**src/rtl/excalibur_inventory_if.sv**
```systemverilog
// Game-logic side bundle of the Excalibur inventory controller:
// requests in, renderer icon controls and status out.
interface excalibur_inventory_if;
  logic       game_active;
  logic       pickup;
  logic       use_req;
  logic       Excalibur_icon_exist;
  logic [1:0] Excalibur_icon_number;
  logic       excalibur_fire;
  logic       cooldown_busy;

  modport master (
    output game_active,
    output pickup,
    output use_req,
    input  Excalibur_icon_exist,
    input  Excalibur_icon_number,
    input  excalibur_fire,
    input  cooldown_busy
  );

  modport slave (
    input  game_active,
    input  pickup,
    input  use_req,
    output Excalibur_icon_exist,
    output Excalibur_icon_number,
    output excalibur_fire,
    output cooldown_busy
  );
endinterface

```
**src/rtl/excalibur_inventory.sv**
```systemverilog
// Excalibur charge inventory: pickups, gated uses with frame-counted
// cooldown, and blinking icon controls for the HUD renderer.
module excalibur_inventory #(
  parameter int unsigned MAX_COUNT       = 3,
  parameter int unsigned INIT_COUNT      = 0,
  parameter int unsigned COOLDOWN_FRAMES = 30,
  parameter int unsigned BLINK_FRAMES    = 8
) (
  input  logic Clk,
  input  logic Reset,
  input  logic frame_clk,
  excalibur_inventory_if.slave bus
);

  typedef enum logic [1:0] {
    S_IDLE,
    S_READY,
    S_COOL
  } state_t;

  localparam logic [1:0] MAXC = 2'(MAX_COUNT);
  localparam logic [1:0] INITC = 2'(INIT_COUNT);
  localparam logic [7:0] CD_INIT = 8'(COOLDOWN_FRAMES);
  localparam logic [7:0] BLINK_M1 = 8'(BLINK_FRAMES - 1);

  state_t     r_state;
  state_t     w_state_nxt;
  logic [1:0] r_count;
  logic [1:0] w_count_nxt;
  logic [7:0] r_cd;
  logic [7:0] w_cd_nxt;
  logic [7:0] r_blink;
  logic [7:0] w_blink_nxt;
  logic       r_phase;
  logic       w_phase_nxt;
  logic       w_fire_nxt;
  logic       w_exist_nxt;
  logic [1:0] w_inc;

  logic       r_sync1;
  logic       r_sync2;
  logic       r_sync3;
  logic       w_tick;

  logic       r_exist;
  logic [1:0] r_number;
  logic       r_fire;
  logic       r_busy;

  // frame_clk is asynchronous: two-flop sync, then rising-edge detect
  always_ff @(posedge Clk or posedge Reset) begin
    if (Reset) begin
      r_sync1 <= 1'b0;
      r_sync2 <= 1'b0;
      r_sync3 <= 1'b0;
    end else begin
      r_sync1 <= frame_clk;
      r_sync2 <= r_sync1;
      r_sync3 <= r_sync2;
    end
  end

  assign w_tick = r_sync2 & ~r_sync3;

  assign w_inc = (r_count == MAXC) ? r_count
                                   : r_count + 2'd1;

  always_ff @(posedge Clk or posedge Reset) begin
    if (Reset) begin
      r_state <= S_IDLE;
    end else begin
      r_state <= w_state_nxt;
    end
  end

  always_comb begin
    w_state_nxt = r_state;
    w_count_nxt = r_count;
    w_cd_nxt    = r_cd;
    w_blink_nxt = r_blink;
    w_phase_nxt = r_phase;
    w_fire_nxt  = 1'b0;
    if (!bus.game_active) begin
      w_state_nxt = S_IDLE;
      w_count_nxt = INITC;
      w_cd_nxt    = 8'd0;
      w_blink_nxt = 8'd0;
      w_phase_nxt = 1'b0;
    end else begin
      unique case (r_state)
        S_IDLE: begin
          w_count_nxt = INITC;
          w_state_nxt = S_READY;
        end
        S_READY: begin
          // use is judged on the count before any same-cycle pickup
          if (bus.use_req && r_count != 2'd0) begin
            w_count_nxt = bus.pickup ? r_count
                                     : r_count - 2'd1;
            w_fire_nxt  = 1'b1;
            w_state_nxt = S_COOL;
            w_cd_nxt    = CD_INIT;
            w_blink_nxt = 8'd0;
            w_phase_nxt = 1'b0;
          end else if (bus.pickup) begin
            w_count_nxt = w_inc;
          end
        end
        S_COOL: begin
          if (bus.pickup) begin
            w_count_nxt = w_inc;
          end
          if (w_tick) begin
            w_cd_nxt = r_cd - 8'd1;
            if (r_blink == BLINK_M1) begin
              w_blink_nxt = 8'd0;
              w_phase_nxt = ~r_phase;
            end else begin
              w_blink_nxt = r_blink + 8'd1;
            end
            if (r_cd == 8'd1) begin
              w_state_nxt = S_READY;
              w_phase_nxt = 1'b0;
            end
          end
        end
        default: begin
          w_state_nxt = S_IDLE;
          w_count_nxt = INITC;
        end
      endcase
    end
    w_exist_nxt = (w_state_nxt != S_IDLE)
                & (w_count_nxt != 2'd0)
                & ~((w_state_nxt == S_COOL)
                    & w_phase_nxt);
  end

  always_ff @(posedge Clk or posedge Reset) begin
    if (Reset) begin
      r_count  <= INITC;
      r_cd     <= 8'd0;
      r_blink  <= 8'd0;
      r_phase  <= 1'b0;
      r_exist  <= 1'b0;
      r_number <= INITC;
      r_fire   <= 1'b0;
      r_busy   <= 1'b0;
    end else begin
      r_count  <= w_count_nxt;
      r_cd     <= w_cd_nxt;
      r_blink  <= w_blink_nxt;
      r_phase  <= w_phase_nxt;
      r_exist  <= w_exist_nxt;
      r_number <= w_count_nxt;
      r_fire   <= w_fire_nxt;
      r_busy   <= (w_state_nxt == S_COOL);
    end
  end

  assign bus.Excalibur_icon_exist  = r_exist;
  assign bus.Excalibur_icon_number = r_number;
  assign bus.excalibur_fire        = r_fire;
  assign bus.cooldown_busy         = r_busy;

endmodule
```
**src/flat_wrapper.sv**
```systemverilog
// flat-port wrapper written by rule: the top's interface ports become plain ports
module excalibur_inventory_flat 
#(
  parameter int unsigned MAX_COUNT       = 3,
  parameter int unsigned INIT_COUNT      = 0,
  parameter int unsigned COOLDOWN_FRAMES = 30,
  parameter int unsigned BLINK_FRAMES    = 8
)
  (Clk, Reset, frame_clk, bus_game_active, bus_pickup, bus_use_req, bus_Excalibur_icon_exist, bus_Excalibur_icon_number, bus_excalibur_fire, bus_cooldown_busy);
  excalibur_inventory_if bus_i ();
  input  logic Clk;
  input  logic Reset;
  input  logic frame_clk;
  input wire logic [$bits(bus_i.game_active)-1:0] bus_game_active;
  input wire logic [$bits(bus_i.pickup)-1:0] bus_pickup;
  input wire logic [$bits(bus_i.use_req)-1:0] bus_use_req;
  output wire logic [$bits(bus_i.Excalibur_icon_exist)-1:0] bus_Excalibur_icon_exist;
  output wire logic [$bits(bus_i.Excalibur_icon_number)-1:0] bus_Excalibur_icon_number;
  output wire logic [$bits(bus_i.excalibur_fire)-1:0] bus_excalibur_fire;
  output wire logic [$bits(bus_i.cooldown_busy)-1:0] bus_cooldown_busy;
  assign bus_i.game_active = bus_game_active;
  assign bus_i.pickup = bus_pickup;
  assign bus_i.use_req = bus_use_req;
  assign bus_Excalibur_icon_exist = bus_i.Excalibur_icon_exist;
  assign bus_Excalibur_icon_number = bus_i.Excalibur_icon_number;
  assign bus_excalibur_fire = bus_i.excalibur_fire;
  assign bus_cooldown_busy = bus_i.cooldown_busy;
  excalibur_inventory #(.MAX_COUNT(MAX_COUNT), .INIT_COUNT(INIT_COUNT), .COOLDOWN_FRAMES(COOLDOWN_FRAMES), .BLINK_FRAMES(BLINK_FRAMES)) u_core (.Clk(Clk), .Reset(Reset), .frame_clk(frame_clk), .bus(bus_i));
endmodule
```
**config.mk**
```make
export PLATFORM = sky130hd
export DESIGN_NAME = excalibur_inventory_flat
export DESIGN_NICKNAME = d
export VERILOG_FILES = /design/src/rtl/excalibur_inventory_if.sv /design/src/rtl/excalibur_inventory.sv /design/src/flat_wrapper.sv
export SDC_FILE = /design/constraint.sdc
export NUM_CORES = 1
export LEC_CHECK = 0
export ABC_CLOCK_PERIOD_IN_PS = 3010
export CORE_MARGIN = 4
export CORE_UTILIZATION = 62
export DETAILED_ROUTE_END_ITERATION = 16
export HOLD_SLACK_MARGIN = 0.08
export PLACE_DENSITY = 0.9
export SYNTH_ARGS = -nofsm -noshare
export SYNTH_HDL_FRONTEND = slang
export SYNTH_SLANG_ARGS = --single-unit
```
**constraint.sdc**
```tcl
create_clock -name Clk -period 3.01 [get_ports Clk]
set_clock_uncertainty 0.05 [all_clocks]
set_input_delay 0.602 -clock Clk [delete_from_list [all_inputs] [get_ports Clk]]
set_output_delay 0.602 -clock Clk [all_outputs]
set_load 0.01 [all_outputs]
```
==> flow_summary.toml, run 1 <==
[run_status]
status = "complete, no violations"

[worst_setup_path]
start_kind = "register"
critPathTopFamily = "simple AND/OR/NAND/NOR gates"
crit_chain = "inv_1 > ha_1 > mux2_2 > nand2_1 > or4_1 > a21oi_1"
path_class = "reg2reg"
worst-path-buf-inv = 1
end_kind = "register"
worst_ep_arrival_time_ns = 2.59
crit_fanout = 16
slowest_delay_ns = 0.54
cp_num_cells = 6
rrSetupSlack_ns = 0.63
r2r_cells = 6
cp.required_ns = 3.21
slowest_stage = "ha_1"

[drt]
avgViaCountPerCell = 6.74
drc = 0
drt_iter0_drc = 125
antenna_left = 0
wl_per_cell_um = 17.6
via_count = 1443
finalWirelength_um = 3770
drtPass1Iterations = 5

[synth]
async_reset_ff_share_pct = 100
synth_seq_cells = 27
synth.distinct_cells = 40
synth_edf_count = 0
syn-num-nets = 187
yosys_warnings = 0
synth_cells = 172
netlist_area_um2 = 1580
ys_seq_area_share_pct = 42.8
avgSynthCellArea_um2 = 9.18
synth_ff_type = "dfrtp_1"

[grt]
antenna_found_initial = 0
grt.busiest_layer = "met2"
met3_usage_pct = 3.51
grt_overflow_total = 0
grt_pass1_vias = 1359
globalRouteMet2Util_pct = 39.2
grt_max_degree = 19
grt_pass1_wl_um = 6320
grt.total_usage_pct = 23.9
grt_use_met1_pct = 31.0

[floorplan]
core_area_um2 = 2450
fp-row-count = 18
dieArea_um2 = 3420
fp.dieW_um = 58.5
die-height_um = 58.5
ios = 11
start_util_pct = 64.3

[power]
p_sw_uw = 204
power_density_nw_per_um2 = 390
vdd_drop_max_v = 0.000276
p_sw_share_pct = 30.1
clockPowerShare_pct = 23.7
intPower_uw = 475
p_leak_uw = 0.000723
p_comb_share_pct = 18.2
seqPwrFrac_pct = 58.1

[timing]
final.setup.tns_ns = 0
holdWs_ns = 0.317
hold_viol = 0
max_slew_margin_pct = 52.4
fin_crit_sh_pct = 79.2
period_minus_slack_ns = 2.38
drv_slew = 0
worst_pin_slew_ns = 0.708
rsz0062_at_grt = "no"
setup_violations = 0
fmaxAchievable_ghz = 0.419

[clock_network]
clk_pin_slew_worst_paths_ns = 0.16
cts_max_level = 1
cts_inserted_buffers = 3
clock_latency_ns = 0.33
cts.sinks = 27
cts_tree = "built"
cts_buffer_depth = 2
postCtsSetupRepairBufs = 0
cts_hold_buf = 0
root_buffer = "clkbuf_4"
cts_resized = 0

[final_layout]
fin_cells = 214
drive_gt1_share_pct = 7.61
antenna_cells = 0
stdcell_area_um2 = 1740
fin_nets = 200
area_growth_pct = 10.4
fillers = 189
seq_area_um2 = 676
final_core_util_pct = 71.0
multi_input_area_um2 = 840

[placed_design]
portBuffers = 10
placed_cells = 210
placed_area_um2 = 1720
gp_congestion = 0.872
place_hpwl_um = 2850

[flow_run]
drv_cap = 0

[hold_path]
whs_path_depth = 0
worstHoldPathType = "reg2reg"
layout make-up:
type / count / share of cell area, %
multi-input combinational: 128 / 48.2
sequential: 27 / 38.8
timing repair buffer: 12 / 6.60
inverter: 13 / 2.80
tap: 30 / 2.15
clock buffer: 4 / 1.51
path summary, 6_finish.rpt:
path	end	start
min	u_core.r_sync2$_DFF_PP0_	u_core.r_sync1$_DFF_PP0_
max reg2reg	u_core.r_blink[0]$_DFFE_PP0P_	u_core.r_state[0]$_DFF_PP0_
max in group asynchronous	u_core.bus.cooldown_busy$_DFF_PP0_	Reset
min reg2reg	u_core.r_sync2$_DFF_PP0_	u_core.r_sync1$_DFF_PP0_
max	u_core.r_blink[0]$_DFFE_PP0P_	u_core.r_state[0]$_DFF_PP0_
min in group asynchronous	u_core.r_blink[4]$_DFFE_PP0P_	Reset
synth_stat cells (2+ instances only):
cell,count,area (um2)
ha_1,9,113
or3_1,3,18.8
nor3_1,4,20.0
a311oi_1,3,26.3
nand3_1,8,40.0
nand4_1,3,18.8
o221a_2,3,33.8
o21ai_0,10,50.1
nand2b_1,2,12.5
dfrtp_1,27,676
o31ai_1,2,15.0
or4_1,2,15.0
nand2_1,12,45.0
nor2b_1,2,12.5
nor2_1,16,60.1
mux2i_1,3,30.0
inv_1,13,48.8
clkbuf_1,4,15.0
and2_1,2,12.5
a21oi_1,21,105
a31oi_1,3,18.8
a41o_1,2,20.0
worst register-to-register path, stage by stage (launching register included):
cell and delay (ns):
dfrtp_1 0.44, inv_1 0.13, ha_1 0.54, mux2_2 0.32
nand2_1 0.16, or4_1 0.50, a21oi_1 0.16
registers in the layout, summed over array words and instances (netlist names):
register and flops:
u_core.r_blink 8, u_core.r_cd 8, u_core.r_count 2, u_core.r_state 2, u_core.bus.Excalibur_icon_exist 1, u_core.bus.cooldown_busy 1
u_core.bus.excalibur_fire 1, u_core.r_phase 1, u_core.r_sync1 1, u_core.r_sync2 1, u_core.r_sync3 1
metrics by stage:
stage               total power [uW]  worst slack (ns)
finish                           680             0.626
global route                     712             0.433
CTS                              676             0.647
detailed placement               522             0.327
global placement                 512             0.486
floorplan                        482              1.03
power groups by stage:
| stage | Clock, uW | Sequential (uW) | Combinational [uW] |
|---|---|---|---|
| 4_1_cts | 160 | 395 | 121 |
| 2_1_floorplan | 0 | 397 | 84.8 |
| 3_5_place_dp | 0 | 401 | 121 |
| 6_report | 161 | 395 | 124 |
| 5_1_grt | 177 | 398 | 137 |
| 3_3_place_gp | 0 | 400 | 111 |
kinds of logic (layout without fill, tap and decap cells):
family | Yosys count | in the layout | share of synthesized area, %
AO/OA/AOI/OAI | 54 | 54 | 23.3
AND/OR/NAND/NOR | 60 | 60 | 19.6
flip-flops | 27 | 27 | 42.8
multiplexers | 4 | 4 | 2.61
adder cells (fa/ha/maj) | 9 | 9 | 7.13
buffers and inverters | 17 | 29 | 4.04
XOR/XNOR | 1 | 1 | 0.555
layer usage:
| layer | vias to the layer above | wire (um) |
|---|---|---|
| li1 | 660 | - |
| met1 | 692 | 1510 |
| met2 | 72 | 1920 |
| met3 | 19 | 240 |
| met4 | 0 | 97 |
| met5 | - | 0 |
placed cells by master, fill, tap and decap left out, types with 2 or more instances in the layout:
cell             count
nand2_1             12
nor2b_1              2
mux2i_1              3
clkbuf_4             3
clkdlybuf4s50_1     10
o31ai_1              2
inv_1               13
a31oi_1              3
buf_4                2
dfrtp_1             27
nor3_1               4
nand4_1              3
or4_1                2
ha_1                 9
o221a_2              3
nor2_1              16
or3_1                3
a21oi_1             21
and2_1               2
o21ai_0             10
a311oi_1             3
nand3_1              8
nand2b_1             2
a41o_1               2
No activity file was read; power rests on OpenSTA's default activity.
==> run 2: changes to the inputs <==
- ABC_CLOCK_PERIOD_IN_PS: 3010 -> 2000
- CORE_UTILIZATION: 62 -> 52
- PLACE_DENSITY: 0.9 -> 0.82
- clock period: 3.01 -> 2 ns (I/O delays scaled with it)
==> run 2 against run 1 <==
  * Clock power up 63%
  * Global-route usage down 3.2 points
  * Combinational power up 90%
  * Sequential power up 50%
  * Critical path type unchanged
  * Largest cell class unchanged
  * Highest routed layer unchanged
==> flow_summary.toml, run 2 (synthesis results as in run 1) <==
[run_status]
status = "complete, no violations"

[grt]
antenna_found_initial = 0
grt.total_usage_pct = 20.7
grt.busiest_layer = "met2"
globalRouteMet2Util_pct = 35.8
grt_overflow_total = 0
grt_pass1_wl_um = 6590
grt_pass1_vias = 1403
grt_use_met1_pct = 26.8
met3_usage_pct = 2.66
grt_max_degree = 28

[final_layout]
area_growth_pct = 25.0
antenna_cells = 0
final_core_util_pct = 69.7
fin_nets = 225
layout_commonest_cell = "dfrtp_1"
drive_gt1_share_pct = 23.0
fin_cells = 240
layout_common_cells = "dfrtp_1 (27), buf_4 (26), a21oi_1 (18), nor2_1 (15), inv_1 (13)"
top_regs = "u_core.r_blink (8), u_core.r_cd (8)"

[clock_network]
cts_inserted_buffers = 3
cts_max_level = 1
cts_hold_buf = 0
clk_pin_slew_worst_paths_ns = 0.16
root_buffer = "clkbuf_4"
cts_buffer_depth = 2
cts.sinks = 27
cts_tree = "built"
clock_latency_ns = 0.35

[floorplan]
start_util_pct = 55.8
fp.dieW_um = 63.1
core_area_um2 = 2830
die-height_um = 63.1
fp-row-count = 19
ios = 11
dieArea_um2 = 3980

[worst_setup_path]
worst-path-buf-inv = 0
crit_chain = "or4_4 > or3_4 > o31ai_4 > o31ai_2 > a211oi_2"
end_kind = "register"
path_class = "reg2reg"
slowest_stage = "or4_4"
worst_ep_arrival_time_ns = 2.20
start_kind = "register"
crit_fanout = 2
critPathTopFamily = "simple AND/OR/NAND/NOR gates"
slowest_delay_ns = 0.55
rrSetupSlack_ns = 0.02
cp.required_ns = 2.22

[power]
clockPowerShare_pct = 24.1
p_comb_share_pct = 21.6
intPower_uw = 757
p_sw_uw = 336
seqPwrFrac_pct = 54.4
power_density_nw_per_um2 = 554
p_sw_share_pct = 30.8
p_leak_uw = 0.000853
vdd_drop_max_v = 0.000338

[drt]
wl_per_cell_um = 16.5
via_count = 1486
drtPass1Iterations = 4
avgViaCountPerCell = 6.19
drc = 0
antenna_left = 0
finalWirelength_um = 3960
drt_iter0_drc = 115

[placed_design]
gp_congestion = 0.895
placed_cells = 235
place_hpwl_um = 2940
place_ws_ns = -0.159
portBuffers = 10

[timing]
rsz0062_at_grt = "yes"
drv_slew = 0
max_slew_margin_pct = 51.4
period_minus_slack_ns = 1.98
worst_pin_slew_ns = 0.724
hold_viol = 0
post-route-worst-setup-slack_ns = 0.0230
fin_crit_sh_pct = 98.9
fmaxAchievable_ghz = 0.506
setup_violations = 0

[hold_path]
worstHoldPathType = "reg2reg"

[flow_run]
drv_cap = 0
[run 2: layout make-up]
cell class                 count  area (um2)
multi-input combinational    128         872
fill                         216         856
sequential                    27         676
timing repair buffer          37         307
inverter                      13        48.8
tap                           31        38.8
clock buffer                   3        22.5
clock inverter                 1        8.76
[run 2: routing by layer]
layer	vias up	share of wire [%]	wire [um]
met3	7	5.5	218
met1	718	43	1680
met4	0	1.2	46
met2	54	51	2010
met5	-	0	0
li1	707	-	-
[run 2: path summary, 6_finish.rpt]
path / start / end / cells after the start
worst max-delay path: u_core.r_blink[3]$_DFFE_PP0P_ / u_core.bus.Excalibur_icon_exist$_DFF_PP0_ / 5
max in group asynchronous: Reset / u_core.r_count[1]$_DFF_PP0_ / 3
worst max register to register: u_core.r_blink[3]$_DFFE_PP0P_ / u_core.bus.Excalibur_icon_exist$_DFF_PP0_ / 5
worst min register to register: u_core.r_sync1$_DFF_PP0_ / u_core.r_sync2$_DFF_PP0_ / 0
worst min-delay path: u_core.r_sync1$_DFF_PP0_ / u_core.r_sync2$_DFF_PP0_ / 0
min in group asynchronous: Reset / u_core.r_sync1$_DFF_PP0_ / 3
[run 2: power groups by stage]
stage	clock, uW	combinational [uW]	sequential [uW]
final	263	236	594
after global routing	289	257	597
after CTS	264	224	594
after detailed placement	0	220	604
after global placement	0	209	602
after floorplan	0	128	598
[run 2: repair_timing]
action,4_1_cts,5_1_grt
setup buffers,0,1
pin swaps,1,0
endpoints found under the setup margin,2,10
gates resized for setup,3,8
[run 2: metrics by stage]
| stage | hold slack [ns] | total power [uW] | TNS, ns | cell area [um2] |
|---|---|---|---|---|
| 6_report | 0.322 | 1090 | 0 | 1970 |
| 5_1_grt | 0.341 | 1140 | -0.0501 | 1970 |
| 4_1_cts | 0.325 | 1080 | 0 | 1940 |
| 3_5_place_dp | 0.289 | 825 | -1.04 | 1900 |
| 3_3_place_gp | 0.283 | 811 | -0.282 | 1900 |
| 2_1_floorplan | 0.281 | 726 | 0 | 1580 |
==> run 3: changes to the inputs <==
- CTS_CLUSTER_SIZE: unset -> 8
==> results of run 3 <==
Same layout as run 2: the final DEF is identical, and so are final timing and power.
